## src/rtl/nco_tune_ctrl.sv

```systemverilog
// Tuning-word controller: debounced buttons drive a press/hold/auto-repeat FSM
// that steps a saturating target word, offered downstream over valid/ready.
module nco_tune_ctrl #(
  parameter int              WIDTH           = 33,
  parameter logic [WIDTH-1:0] RESET_WORD     = WIDTH'(1),
  parameter int              DEBOUNCE_CYCLES = 270000,
  parameter int              HOLD_CYCLES     = 13500000,
  parameter int              REPEAT_CYCLES   = 2700000,
  parameter int              MAX_SHIFT       = 16
) (
  input  logic             in_clk,
  input  logic             rst_n,
  input  logic             btn1,
  input  logic             btn2,
  output logic [WIDTH-1:0] tune_word,
  output logic             tune_valid,
  input  logic             tune_ready,
  output logic [4:0]       step_shift,
  output logic [1:0]       pressed
);

  localparam int DB_W   = $clog2(DEBOUNCE_CYCLES + 1);
  localparam int HOLD_W = $clog2(HOLD_CYCLES + 1);
  localparam int REP_W  = $clog2(REPEAT_CYCLES + 1);

  localparam logic [DB_W-1:0]   DB_LAST   = DB_W'(DEBOUNCE_CYCLES - 1);
  localparam logic [HOLD_W-1:0] HOLD_LAST = HOLD_W'(HOLD_CYCLES - 1);
  localparam logic [REP_W-1:0]  REP_LAST  = REP_W'(REPEAT_CYCLES - 1);
  localparam logic [4:0]        SHIFT_MAX = 5'(MAX_SHIFT);

  typedef enum logic [2:0] {
    S_IDLE,
    S_STEP,
    S_HOLD,
    S_REPEAT,
    S_ZERO,
    S_RELEASE
  } state_t;

  logic [1:0] btn_raw;
  logic [1:0] level_vec;
  logic [1:0] level_d_reg;
  logic [1:0] press_edge;

  assign btn_raw = {btn2, btn1};

  genvar gi;
  generate
    for (gi = 0; gi < 2; gi++) begin : g_btn
      logic            sync_meta_reg;
      logic            sync_reg;
      logic            level_reg;
      logic [DB_W-1:0] db_cnt_reg;

      // Buttons are active-low on the board; invert at the first flop.
      always_ff @(posedge in_clk or negedge rst_n) begin
        if (!rst_n) begin
          sync_meta_reg <= 1'b0;
          sync_reg      <= 1'b0;
          level_reg     <= 1'b0;
          db_cnt_reg    <= '0;
        end else begin
          sync_meta_reg <= ~btn_raw[gi];
          sync_reg      <= sync_meta_reg;
          if (sync_reg == level_reg) begin
            db_cnt_reg <= '0;
          end else if (db_cnt_reg == DB_LAST) begin
            level_reg  <= sync_reg;
            db_cnt_reg <= '0;
          end else begin
            db_cnt_reg <= db_cnt_reg + 1'b1;
          end
        end
      end

      assign level_vec[gi] = level_reg;
    end
  endgenerate

  always_ff @(posedge in_clk or negedge rst_n) begin
    if (!rst_n) level_d_reg <= 2'b00;
    else        level_d_reg <= level_vec;
  end

  assign press_edge = level_vec & ~level_d_reg;

  state_t             state_reg, state_next;
  logic               dir_reg, dir_next;          // 1 = increment (btn2)
  logic [HOLD_W-1:0]  hold_cnt_reg, hold_cnt_next;
  logic [REP_W-1:0]   rep_cnt_reg, rep_cnt_next;
  logic [4:0]         shift_reg, shift_next;
  logic [WIDTH-1:0]   target_reg, target_next;

  logic [WIDTH-1:0]   step_val;
  logic [WIDTH:0]     sum_ext;
  logic [WIDTH-1:0]   inc_word;
  logic [WIDTH-1:0]   dec_word;
  logic [WIDTH-1:0]   stepped_word;
  logic               both_held;
  logic               dir_held;

  // Saturating step in either direction; the extra sum bit flags overflow.
  assign step_val     = WIDTH'(1) << shift_reg;
  assign sum_ext      = {1'b0, target_reg} + {1'b0, step_val};
  assign inc_word     = sum_ext[WIDTH] ? '1 : sum_ext[WIDTH-1:0];
  assign dec_word     = (target_reg < step_val) ? '0 : (target_reg - step_val);
  assign stepped_word = dir_reg ? inc_word : dec_word;
  assign both_held    = &level_vec;
  assign dir_held     = dir_reg ? level_vec[1] : level_vec[0];

  always_comb begin
    state_next    = state_reg;
    dir_next      = dir_reg;
    hold_cnt_next = hold_cnt_reg;
    rep_cnt_next  = rep_cnt_reg;
    shift_next    = shift_reg;
    target_next   = target_reg;
    case (state_reg)
      S_IDLE: begin
        if (both_held) begin
          state_next = S_ZERO;
        end else if (press_edge[1]) begin
          dir_next   = 1'b1;
          state_next = S_STEP;
        end else if (press_edge[0]) begin
          dir_next   = 1'b0;
          state_next = S_STEP;
        end
      end
      S_STEP: begin
        target_next   = stepped_word;
        hold_cnt_next = '0;
        state_next    = S_HOLD;
      end
      S_HOLD: begin
        if (both_held) begin
          state_next = S_ZERO;
        end else if (!dir_held) begin
          shift_next = '0;
          state_next = S_IDLE;
        end else if (hold_cnt_reg == HOLD_LAST) begin
          rep_cnt_next = '0;
          state_next   = S_REPEAT;
        end else begin
          hold_cnt_next = hold_cnt_reg + 1'b1;
        end
      end
      S_REPEAT: begin
        if (both_held) begin
          state_next = S_ZERO;
        end else if (!dir_held) begin
          shift_next = '0;
          state_next = S_IDLE;
        end else if (rep_cnt_reg == REP_LAST) begin
          // The step uses the current exponent; acceleration applies to the next one.
          target_next  = stepped_word;
          rep_cnt_next = '0;
          if (shift_reg < SHIFT_MAX) shift_next = shift_reg + 1'b1;
        end else begin
          rep_cnt_next = rep_cnt_reg + 1'b1;
        end
      end
      S_ZERO: begin
        target_next = '0;
        shift_next  = '0;
        state_next  = S_RELEASE;
      end
      S_RELEASE: begin
        if (level_vec == 2'b00) state_next = S_IDLE;
      end
      default: state_next = S_IDLE;
    endcase
  end

  always_ff @(posedge in_clk or negedge rst_n) begin
    if (!rst_n) begin
      state_reg    <= S_IDLE;
      dir_reg      <= 1'b0;
      hold_cnt_reg <= '0;
      rep_cnt_reg  <= '0;
      shift_reg    <= '0;
      target_reg   <= RESET_WORD;
    end else begin
      state_reg    <= state_next;
      dir_reg      <= dir_next;
      hold_cnt_reg <= hold_cnt_next;
      rep_cnt_reg  <= rep_cnt_next;
      shift_reg    <= shift_next;
      target_reg   <= target_next;
    end
  end

  logic [WIDTH-1:0] last_acc_reg;
  logic             acc_seen_reg;   // clear until the first transfer, forcing the reset word out
  logic             transfer;
  logic             offer_needed;

  assign transfer     = tune_valid && tune_ready;
  assign offer_needed = transfer ? (target_reg != tune_word)
                                 : (!acc_seen_reg || (target_reg != last_acc_reg));

  always_ff @(posedge in_clk or negedge rst_n) begin
    if (!rst_n) begin
      tune_word    <= RESET_WORD;
      tune_valid   <= 1'b0;
      last_acc_reg <= RESET_WORD;
      acc_seen_reg <= 1'b0;
    end else begin
      if (transfer) begin
        last_acc_reg <= tune_word;
        acc_seen_reg <= 1'b1;
      end
      if (!tune_valid || transfer) begin
        if (offer_needed) begin
          tune_word  <= target_reg;
          tune_valid <= 1'b1;
        end else begin
          tune_valid <= 1'b0;
        end
      end
    end
  end

  assign step_shift = shift_reg;
  assign pressed    = level_vec;

endmodule

```

## config.mk

```make
export PLATFORM = sky130hd
export DESIGN_NAME = nco_tune_ctrl
export DESIGN_NICKNAME = d
export VERILOG_FILES = /design/src/rtl/nco_tune_ctrl.sv
export SDC_FILE = /design/constraint.sdc
export NUM_CORES = 1
export LEC_CHECK = 0
export ABC_CLOCK_PERIOD_IN_PS = 5870
export BUFFER_PORTS_ARGS = -buffer_cell sky130_fd_sc_hd__buf_2
export CORE_MARGIN = 8
export CORE_UTILIZATION = 36
export DETAILED_ROUTE_END_ITERATION = 16
export GPL_TIMING_DRIVEN = 0
export HOLD_SLACK_MARGIN = 0.08
export RECOVER_POWER = 100
export SLEW_MARGIN = 25
export SYNTH_ARGS = -nofsm -noshare
export SYNTH_HDL_FRONTEND = slang
export SYNTH_SLANG_ARGS = --single-unit
export TNS_END_PERCENT = 50
```

## constraint.sdc

```tcl
create_clock -name in_clk -period 5.87 [get_ports in_clk]
set_input_delay 1.174 -clock in_clk [delete_from_list [all_inputs] [get_ports in_clk]]
set_output_delay 1.174 -clock in_clk [all_outputs]
set_load 0.01 [all_outputs]
```

==> results.json <==
{
  "largest_reg_flops": 38,
  "first_global_vias": 11600,
  "crit_path_frequent_cell": "o22ai_1",
  "io_buffers": 45,
  "route.detailed.drc": 0,
  "syn_area_per_cell_sq_um": 8.76,
  "antenna_found_initial": 0,
  "synthDistinctLibCells": 86,
  "worst_slew_pin_slew_ns": 2.88,
  "setup_tns_ns": 0,
  "grt_setup_unrepaired": "no",
  "hpwlAfterDp_um": 30800,
  "critical_path_required_ns": 6.35,
  "cts_tree": "done",
  "irDropWorstVdd_uv": 228,
  "fmax_mhz": 177,
  "p_leak_nw": 7.62,
  "routedWlPerCell_um": 18.9,
  "cts_sinks": 202,
  "firstDrtPassIters": 6,
  "hold_slack_ns": 0.346,
  "cp-end-kind": "flop",
  "clock_path_buffers": 3,
  "die_h_um": 212,
  "netlist_instances": 1578,
  "syn_area_sq_um": 13800,
  "violations": "max-capacitance violations, max-slew violations",
  "num-fill-cells": 3819,
  "root_buffer": "clkbuf_16",
  "crit_fanout": 10,
  "dp.cells": 2136,
  "ys_top_cells_by_area": "dfrtp_1, ha_1, xor2_1",
  "path_delay_family": "compound AO/OA/AOI/OAI gates",
  "synth_edf_count": 0,
  "post_dp_cell_area_sq_um": 14700,
  "syn_nets": 1660,
  "insertion_delay_ns": 0.54,
  "worst_slack_ns": 0.215,
  "ios": 46,
  "route.vias.total": 12100,
  "cts_setup_buffers": 0,
  "start_util": 0.366,
  "wl_um": 41200,
  "seq_area_frac_synth": 0.366,
  "cp_slowest_cell": "nor2b_1",
  "clk_pin_slew_ns": 0.06,
  "ys_ff_latch": 202,
  "antenna_left": 0,
  "hold_viol_final": 0,
  "core_sq_um": 37800,
  "setup.worst_path.start_class": "flop",
  "gp_congestion": 0.960,
  "power.density_nw_per_um2": 196,
  "async_flop_share": 1.00,
  "finalInstanceArea_sq_um": 15400,
  "min_period_ns": 5.65,
  "crit_path_cell_trace": "inv_1 -> ha_1 -> nor2b_1 -> nand2_1 -> ha_1 -> clkbuf_1 -> nor4_2 -> nand3_1 -> o21ai_0 -> o221a_2 -> o22ai_1 -> o211ai_1 -> buf_2 -> o22ai_1 -> o22ai_1 -> a22o_1",
  "hp-class": "flop to flop",
  "vias_per_cell": 5.57,
  "ctsHtreeMaxLevel": 1,
  "max_cap_violations": 2,
  "grt-ovfl-total": 0,
  "cts_made_buffers": 24,
  "hold_buffers": 0,
  "critPathKind": "flop to flop",
  "syn_to_final_growth_pct": 11.6,
  "grt_pass1_wl_um": 65400,
  "post-route-period-util": 0.963,
  "cp_data_arrival_time_ns": 6.13,
  "final-setup-viol-count": 0,
  "yosysTopAreaCell": "dfrtp_1",
  "yosysTopAreaCellShare": 0.360,
  "final_nets": 1733,
  "first_iter_violations": 1194,
  "grt_util_all_layers": 0.182,
  "die_area_sq_um": 44900,
  "slew_headroom": -0.920,
  "grt_max_degree": 91,
  "die_w_um": 212,
  "drv_slew": 115,
  "layout.cells.non_filler": 2179,
  "place_ws_ns": 0.609,
  "synthFlopType": "dfrtp_1",
  "fin_worst_skew_ns": 0.0322,
  "cts_resized": 0,
  "drive_gt1_frac": 0.0960,
  "run_status": "finished with violations",
  "ys_warn_count": 0,
  "cpPeakStageDelay_ns": 0.72,
  "critPathBufInv": 3,
  "rows": 71
}
[layer usage]
| layer | share of wire | vias up | GRT usage |
|---|---|---|---|
| li1 | - | 5774 | - |
| met2 | 0.44 | 384 | 0.282 |
| met4 | 0.031 | 0 | 0.0527 |
| met5 | 0 | - | 0 |
| met3 | 0.074 | 88 | 0.0353 |
| met1 | 0.45 | 5890 | 0.253 |
[power by group]
| group | internal, mW | switching [mW] | total, mW |
|---|---|---|---|
| Clock | 0.907 | 0.600 | 1.51 |
| Sequential | 1.40 | 0.00515 | 1.41 |
| Combinational | 0.0341 | 0.0752 | 0.109 |
[cells by family (layout without fill, tap and decap cells)]
family | Yosys count | after routing | share of synthesized area
mux | 69 | 69 | 0.0559
other cells | 0 | 1 | 0
buf+inv | 159 | 248 | 0.0475
fa+ha+maj | 77 | 77 | 0.0708
simple gates | 562 | 562 | 0.198
compound gates | 380 | 380 | 0.180
flops | 202 | 202 | 0.366
xor+xnor | 129 | 129 | 0.0818
[layout make-up]
type                       instances  area, sq um  share of cell area
antenna                            1         2.50            0.000162
clock buffer                      37          741              0.0480
timing repair buffer              47          208              0.0135
buffer                            76          334              0.0217
tap                              511          639              0.0415
multi-input combinational       1217         8070               0.523
clock inverter                     5         56.3             0.00365
sequential                       202         5060               0.328
inverter                          83          312              0.0202
[worst paths after layout]
kind                            slack, ns                end                   start  cells after the start
worst max-delay path                 0.22     target_reg[20]           step_shift[1]                     16
worst min-delay path                 0.35  g_btn[1].sync_reg  g_btn[1].sync_meta_reg                      0
worst max register to register       0.22     target_reg[20]           step_shift[1]                     16
worst min register to register       0.35  g_btn[1].sync_reg  g_btn[1].sync_meta_reg                      0
max in group asynchronous            1.28   hold_cnt_reg[12]                   rst_n                      3
min in group asynchronous            1.55       tune_word[9]                   rst_n                      1
[per-stage QoR]
stage | power (mW) | utilization
global placement | 1.54 | 0.389
CTS | 3.07 | 0.412
global route | 3.13 | 0.408
floorplan | 1.49 | -
detailed placement | 1.55 | 0.391
finish | 3.02 | 0.408
[Yosys cell counts (10+ instances only)]
cell type  instances
a21o_1            21
nand4_1           24
buf_2             15
clkbuf_1          47
a211oi_1          12
nand2_1          141
a31oi_1           26
dfrtp_1          199
mux2_2            65
ha_1              75
nor2_1           155
inv_1             80
or3_1             19
nor3_1            25
xor2_1            93
a21oi_1           83
and2_1            10
nand2b_1          20
o31ai_1           17
o21ai_0          105
and3_1            20
o211ai_1          14
nor2b_1           23
nor4_1            27
or2_2             13
nand3_1           64
xnor2_1           36
[layout by cell type, fill, tap and decap left out, types with 9 or more instances in the layout]
cell type / instances
dfrtp_1: 199
nor2_1: 155
nand2_1: 141
o21ai_0: 109
clkbuf_1: 101
xor2_1: 93
a21oi_1: 83
inv_1: 80
ha_1: 75
mux2_2: 65
nand3_1: 64
xnor2_1: 36
nor4_1: 28
nor3_1: 26
a31oi_1: 26
clkbuf_16: 25
nand4_1: 24
nor2b_1: 23
nand2b_1: 21
a21o_1: 21
and3_1: 20
or3_1: 19
o31ai_1: 18
o211ai_1: 15
or2_2: 13
buf_2: 13
a211oi_1: 12
and2_1: 10
o21bai_1: 9
No activity file was read; power rests on OpenSTA's default activity.
